## src/rtl/adc_link_pkg.sv

```systemverilog
// Shared constants and types for the ADC link. The receive side imports the
// same package, so the framing and field offsets cannot drift apart.
package adc_link_pkg;

  localparam int unsigned CH_W      = 14;
  localparam int unsigned FRAME_W   = 7;
  localparam int unsigned WORD_W    = 35;
  localparam int unsigned CHA_LSB   = 0;
  localparam int unsigned CHB_LSB   = 14;
  localparam int unsigned FRAME_LSB = 28;

  localparam logic [FRAME_W-1:0] FRAME_PATTERN = 7'b1110000;
  localparam logic [CH_W-1:0]    TRAIN_WORD    = 14'h2A5C;
  localparam logic [CH_W-1:0]    CHK_A         = 14'h2AAA;
  localparam logic [CH_W-1:0]    CHK_B         = 14'h1555;
  localparam logic [CH_W-1:0]    RAMP_B_OFFSET = 14'h2000;

  typedef enum logic [1:0] {
    MODE_STREAM  = 2'd0,
    MODE_RAMP    = 2'd1,
    MODE_CHECKER = 2'd2,
    MODE_ZERO    = 2'd3
  } mode_t;

  typedef enum logic [1:0] {
    ST_IDLE  = 2'd0,
    ST_TRAIN = 2'd1,
    ST_RUN   = 2'd2
  } state_t;

  function automatic logic [WORD_W-1:0] pack_word(input logic [CH_W-1:0] chb,
                                                  input logic [CH_W-1:0] cha);
    logic [WORD_W-1:0] w;
    w = '0;
    w[FRAME_LSB +: FRAME_W] = FRAME_PATTERN;
    w[CHB_LSB +: CH_W]      = chb;
    w[CHA_LSB +: CH_W]      = cha;
    return w;
  endfunction

endpackage

```

## src/rtl/adc_link_tx_if.sv

```systemverilog
// Sample stream handshake into the link transmitter.
interface adc_link_tx_if;
  logic        s_valid;
  logic [31:0] s_data;
  logic        s_ready;

  modport master (output s_valid, output s_data, input s_ready);
  modport slave  (input s_valid, input s_data, output s_ready);
endinterface

```

## src/rtl/adc_link_patgen.sv

```systemverilog
// Ramp and checkerboard test-pattern generator. Each pattern only advances
// while selected, so switching modes resumes where the pattern left off.
module adc_link_patgen
  import adc_link_pkg::*;
(
  input  logic            clk_adc,
  input  logic            reset,
  input  logic            clear,
  input  logic            advance,
  input  mode_t           mode,
  output logic [CH_W-1:0] cha,
  output logic [CH_W-1:0] chb
);

  logic [CH_W-1:0] ramp;
  logic            phase;

  always_ff @(posedge clk_adc) begin
    if (reset || clear) begin
      ramp  <= '0;
      phase <= 1'b0;
    end else if (advance) begin
      if (mode == MODE_RAMP)    ramp  <= ramp + CH_W'(1);
      if (mode == MODE_CHECKER) phase <= ~phase;
    end
  end

  always_comb begin
    cha = '0;
    chb = '0;
    case (mode)
      MODE_RAMP: begin
        cha = ramp;
        chb = ramp + RAMP_B_OFFSET;
      end
      MODE_CHECKER: begin
        cha = phase ? CHK_B : CHK_A;
        chb = ~cha;
      end
      default: begin
        cha = '0;
        chb = '0;
      end
    endcase
  end

endmodule

```

## src/rtl/adc_link_tx.sv

```systemverilog
// ADC link transmitter: IDLE/TRAIN/RUN sequencing, payload selection and the
// registered word to the serializer.
module adc_link_tx
  import adc_link_pkg::*;
#(
  parameter int unsigned TRAIN_LEN  = 64,
  parameter int unsigned UNDERRUN_W = 16
) (
  input  logic                  clk_adc,
  input  logic                  reset,
  input  logic                  enable,
  input  logic                  train_req,
  input  logic [1:0]            mode,
  adc_link_tx_if.slave          stream,
  output logic [WORD_W-1:0]     word_out,
  output logic                  training,
  output logic [UNDERRUN_W-1:0] underrun_cnt
);

  localparam int unsigned     TC_W       = $clog2(TRAIN_LEN + 1);
  localparam logic [TC_W-1:0] TRAIN_LAST = TC_W'(TRAIN_LEN - 1);

  state_t          state;
  logic [TC_W-1:0] train_cnt;
  mode_t           mode_q;
  logic [CH_W-1:0] last_cha, last_chb;
  logic [CH_W-1:0] s_cha, s_chb;
  logic [CH_W-1:0] pg_cha, pg_chb;
  logic [CH_W-1:0] cha_sel, chb_sel;
  logic            stream_take;
  logic            underrun;
  logic            unused_sdata_bits;

  assign mode_q            = mode_t'(mode);
  assign s_cha             = stream.s_data[13:0];
  assign s_chb             = stream.s_data[29:16];
  assign unused_sdata_bits = ^{stream.s_data[31:30], stream.s_data[15:14]};
  assign stream.s_ready    = (state == ST_RUN) && (mode_q == MODE_STREAM);

  // Holding the generator in clear outside RUN makes every RUN entry start at zero.
  adc_link_patgen u_patgen (
    .clk_adc (clk_adc),
    .reset   (reset),
    .clear   (state != ST_RUN),
    .advance (state == ST_RUN),
    .mode    (mode_q),
    .cha     (pg_cha),
    .chb     (pg_chb)
  );

  always_comb begin
    cha_sel     = '0;
    chb_sel     = '0;
    stream_take = 1'b0;
    underrun    = 1'b0;
    case (state)
      ST_TRAIN: begin
        cha_sel = TRAIN_WORD;
        chb_sel = TRAIN_WORD;
      end
      ST_RUN: begin
        case (mode_q)
          MODE_STREAM: begin
            if (stream.s_valid) begin
              stream_take = 1'b1;
              cha_sel     = s_cha;
              chb_sel     = s_chb;
            end else begin
              underrun = 1'b1;
              cha_sel  = last_cha;
              chb_sel  = last_chb;
            end
          end
          MODE_RAMP, MODE_CHECKER: begin
            cha_sel = pg_cha;
            chb_sel = pg_chb;
          end
          default: begin
            cha_sel = '0;
            chb_sel = '0;
          end
        endcase
      end
      default: begin
        cha_sel = '0;
        chb_sel = '0;
      end
    endcase
  end

  always_ff @(posedge clk_adc) begin
    if (reset) begin
      state        <= ST_IDLE;
      train_cnt    <= '0;
      training     <= 1'b0;
      word_out     <= '0;
      underrun_cnt <= '0;
      last_cha     <= '0;
      last_chb     <= '0;
    end else begin
      word_out <= pack_word(chb_sel, cha_sel);
      if (stream_take) begin
        last_cha <= s_cha;
        last_chb <= s_chb;
      end
      if (underrun && (underrun_cnt != '1))
        underrun_cnt <= underrun_cnt + UNDERRUN_W'(1);

      // Dropping enable wins over any training request in the same cycle.
      if (!enable) begin
        state     <= ST_IDLE;
        training  <= 1'b0;
        train_cnt <= '0;
      end else begin
        case (state)
          ST_IDLE: begin
            state     <= ST_TRAIN;
            training  <= 1'b1;
            train_cnt <= '0;
          end
          ST_TRAIN: begin
            if (train_req) begin
              train_cnt <= '0;
            end else if (train_cnt == TRAIN_LAST) begin
              state    <= ST_RUN;
              training <= 1'b0;
            end else begin
              train_cnt <= train_cnt + TC_W'(1);
            end
          end
          ST_RUN: begin
            if (train_req) begin
              state     <= ST_TRAIN;
              training  <= 1'b1;
              train_cnt <= '0;
            end
          end
          default: begin
            state    <= ST_IDLE;
            training <= 1'b0;
          end
        endcase
      end
    end
  end

endmodule

```

## src/flat_wrapper.sv

```systemverilog
// flat-port wrapper written by rule: the top's interface ports become plain ports
module adc_link_tx_flat import adc_link_pkg::*;
#(
  parameter int unsigned TRAIN_LEN  = 64,
  parameter int unsigned UNDERRUN_W = 16
)
  (clk_adc, reset, enable, train_req, mode, word_out, training, underrun_cnt, stream_s_valid, stream_s_data, stream_s_ready);
  adc_link_tx_if stream_i ();
  input  logic clk_adc;
  input  logic reset;
  input  logic enable;
  input  logic train_req;
  input  logic [1:0] mode;
  output logic [WORD_W-1:0] word_out;
  output logic training;
  output logic [UNDERRUN_W-1:0] underrun_cnt;
  input wire logic [$bits(stream_i.s_valid)-1:0] stream_s_valid;
  input wire logic [$bits(stream_i.s_data)-1:0] stream_s_data;
  output wire logic [$bits(stream_i.s_ready)-1:0] stream_s_ready;
  assign stream_i.s_valid = stream_s_valid;
  assign stream_i.s_data = stream_s_data;
  assign stream_s_ready = stream_i.s_ready;
  adc_link_tx #(.TRAIN_LEN(TRAIN_LEN), .UNDERRUN_W(UNDERRUN_W)) u_core (.clk_adc(clk_adc), .reset(reset), .enable(enable), .train_req(train_req), .mode(mode), .stream(stream_i), .word_out(word_out), .training(training), .underrun_cnt(underrun_cnt));
endmodule
```

## config.mk

```make
export PLATFORM = sky130hd
export DESIGN_NAME = adc_link_tx_flat
export DESIGN_NICKNAME = d
export VERILOG_FILES = /design/src/rtl/adc_link_pkg.sv /design/src/rtl/adc_link_tx_if.sv /design/src/rtl/adc_link_patgen.sv /design/src/rtl/adc_link_tx.sv /design/src/flat_wrapper.sv
export SDC_FILE = /design/constraint.sdc
export NUM_CORES = 1
export LEC_CHECK = 0
export BUFFER_PORTS_ARGS = -buffer_cell sky130_fd_sc_hd__buf_4
export CAP_MARGIN = 5
export CORE_UTILIZATION = 41
export DETAILED_ROUTE_END_ITERATION = 6
export GPL_TIMING_DRIVEN = 1
export MAX_ROUTING_LAYER = met4
export SYNTH_ARGS = -nofsm -noshare
export SYNTH_HDL_FRONTEND = slang
export SYNTH_SLANG_ARGS = --single-unit
```

## constraint.sdc

```tcl
create_clock -name clk_adc -period 2.4 [get_ports clk_adc]
set_input_delay 0 -clock clk_adc [delete_from_list [all_inputs] [get_ports clk_adc]]
set_output_delay 0 -clock clk_adc [all_outputs]
set_load 0.02 [all_outputs]
```

==> impl_metrics.py <==
metrics = {
    "status": {
        "status": "completed",
    },
    "timing": {
        "relSlewSlack_pct": 56.3,
        "rsz0062_at_grt": "no",
        "setup_viol": 0,
        "hold_viol": 0,
        "setup_ws_ns": 0.319,
        "fin_crit_sh_pct": 86.7,
        "period_needed_ns": 2.08,
        "max_freq_mhz": 480,
        "drv_slew": 0,
        "worstMarginPinSlew_ns": 0.655,
        "tns_ns": 0,
        "skew_ns": 0.0112,
    },
    "routing": {
        "drtAntennaViolNets": 0,
        "drtIter0Drc": 273,
        "post_drt_wl_per_cell_um": 15.2,
        "drt-pass1-iter-count": 5,
        "wl_mm": 12.2,
        "vias_per_cell": 5.36,
        "drc": 0,
        "vias": 4307,
    },
    "worst_setup_path": {
        "cp_data_required_time_ns": 2.67,
        "cpPeakStageDelay_ns": 0.47,
        "cp.arrival_ns": 2.36,
        "cp_max_fo": 7,
        "crit_path_top_delay_cell": "a2111oi_2",
        "rr_worst_depth": 7,
        "cp-start-kind": "flop",
        "rr_startpoint": "u_core.state[0]",
        "worstSetupPathType": "reg2reg",
        "timing.rr.end": "u_core.train_cnt[4]",
        "end_kind": "flop",
        "crit_start": "u_core.state[0]",
        "crit_chain": "inv_1 -> ha_1 -> buf_4 -> or2_2 -> a2111oi_2 -> a41oi_1 -> a31oi_1",
        "r2r_setup_slack_ns": 0.32,
    },
    "place": {
        "dpl-instance-area_mm2": 0.00540,
        "portBuffers": 83,
        "dp_hpwl_mm": 8.28,
        "dp_slack_ns": 0.342,
        "place_congestion": 0.905,
    },
    "logic_synthesis": {
        "synth.avg_cell_area_um2": 8.37,
        "syn_inst": 557,
        "synthTopCellsByCount": "nand2_1, dfxtp_1, nor2_1, a21oi_1, mux2_2",
        "synthArstFlopShare_pct": 0,
        "synthTopCellsByArea": "dfxtp_1, nand2_1, mux2_2",
        "ys_seq_elements": 98,
        "synth_edf_count": 0,
        "netlist.top_cell.by_area": "dfxtp_1",
        "netlist_area_mm2": 0.00466,
        "yosys_warnings": 0,
        "yosysUniqueCellTypes": 54,
        "synth_ff_type": "dfxtp_1",
        "synth_seq_area_share_pct": 42.1,
        "yosysMostFrequentCell": "nand2_1",
        "yosys.area.top_type_share_pct": 42.1,
    },
    "floorplanning": {
        "rows": 38,
        "num_io_pins": 92,
        "fp.dieW_um": 109,
        "core_area_mm2": 0.0109,
        "die_h_um": 109,
        "fp.dieArea_mm2": 0.0118,
        "start_util_pct": 42.6,
    },
    "finish": {
        "num-nets-final": 709,
        "num-fill-cells": 1037,
        "areaGrowthSynthToFinish_pct": 28.8,
        "design_area_mm2": 0.00600,
        "antenna_cells": 0,
        "final_layout_size_suffix_gt1_share_pct": 22.6,
        "utilization_pct": 54.9,
    },
    "cts": {
        "cts_tree": "done",
        "cts.clk_slew.worst_paths_ns": 0.07,
        "htreeDepth": 3,
        "clockBufferDepth": 2,
        "cts_buffers": 9,
        "root_buffer": "clkbuf_16",
        "ctsResizeCount": 0,
        "clk_latency_ns": 0.35,
        "clock-sinks": 98,
    },
    "pwr": {
        "ir_drop_uv": 280,
        "p_per_area_mw_per_mm2": 579,
        "power_leakage_nw": 2.46,
    },
    "global_routing": {
        "grt_usage_pct": 21.6,
        "grt_pass1_vias": 3943,
        "antenna_found_initial": 0,
        "grt_max_degree": 47,
        "grt_pass1_wl_mm": 19.4,
        "overflow": 0,
    },
    "min_path": {
        "min_to": "u_core.word_out[19]",
        "hp-class": "in2reg",
        "min-delay-start": "mode[1]",
        "hold_depth": 3,
    },
    "job": {
        "cap_violations": 0,
    },
}
-- report_power, final --
group | internal (W) | leakage (nW) | switching [W]
Combinational | 0.000145 | 1.51 | 0.000157
Sequential | 0.00164 | 0.790 | 0.00000663
Clock | 0.000842 | 0.157 | 0.000690
-- stage by stage --
stage	total power [W]	instances	hold WS, ns
CTS	0.00351	803	0.0385
global route	0.00360	803	0.0720
detailed placement	0.00195	759	0.269
finish	0.00348	803	0.0459
floorplan	0.00184	560	0.136
global placement	0.00194	759	0.259
-- final cells by class --
cell class                      count  area [um^2]  area share (%)
Multi-Input combinational cell    412         2490            41.6
Sequential cell                    98         1960            32.7
Timing Repair Buffer              124         1000            16.7
Clock buffer                        9          225            3.75
Tap cell                          140          175            2.92
Clock inverter                      7         95.1            1.58
Inverter                           13         48.8           0.813
-- sequential cells by signal, summed over array words and instances, names as in the netlist --
| register | cells |
|---|---|
| u_core.train_cnt | 7 |
| u_core.underrun_cnt | 16 |
| u_core.u_patgen.ramp | 14 |
| u_core.u_patgen.phase | 1 |
| u_core.state | 2 |
| u_core.training | 1 |
| u_core.last_cha | 14 |
| u_core.word_out | 29 |
| u_core.last_chb | 14 |
-- routing by layer --
layer | part of all wire, % | global-route usage [%] | vias up
li1 | - | - | 2145
met1 | 45 | 26.9 | 2055
met2 | 50 | 36.0 | 99
met3 | 3.9 | 3.41 | 8
met4 | 0.70 | 6.18 | 0
met5 | 0 | - | -
-- worst max-delay path by stage --
| stage | endpoint | cells past startpoint |
|---|---|---|
| final | u_core.train_cnt[4] | 7 |
| after detailed placement | u_core.train_cnt[4] | 7 |
| after CTS | u_core.train_cnt[4] | 7 |
| after global placement | u_core.train_cnt[4] | 7 |
| after global routing | u_core.train_cnt[4] | 7 |
| after floorplan | u_core.underrun_cnt[10] | 5 |
-- critical path, delay by kind of cell (launching register included) --
kind                     cells  cell delay, ns
AO/OA/AOI/OAI                3            0.80
flip-flops                   1            0.41
AND/OR/NAND/NOR              1            0.30
buffers and inverters        2            0.26
adder cells (fa/ha/maj)      1            0.24
-- what timing repair did --
item,in CTS,in global routing
endpoints found under the setup margin,0,0
hold buffers,28,0
hold endpoints to repair,28,0
setup buffers,0,0
-- cell families after synthesis --
kind of cell	Yosys count	share of synthesized area [%]
and+or+nand+nor	231	23.1
AOI/OAI and AO/OA	118	16.2
DFF	98	42.1
buffers and inverters	50	4.64
muxes	35	8.35
adders and majority gates	12	3.22
xor gates and xnor gates	12	2.26
other	1	0.0805
-- layout by cell type (no fill, tap or decap), types with 7 or more instances in the layout --
cell | Yosys | routed
nand2_1 | 119 | 119
dfxtp_1 | 98 | 98
a22oi_1 | 28 | 28
nand4_1 | 10 | 10
ha_1 | 12 | 12
nor2b_1 | 7 | 7
nor2_1 | 41 | 41
mux2_2 | 31 | 31
nor3_1 | 10 | 10
dlygate4sd3_1 | 0 | 28
inv_1 | 12 | 12
a21oi_1 | 38 | 38
o21ai_0 | 24 | 24
nand3_1 | 9 | 9
clkbuf_16 | 0 | 9
buf_4 | 6 | 96
Note: power is estimated with default switching activity, not from simulation.
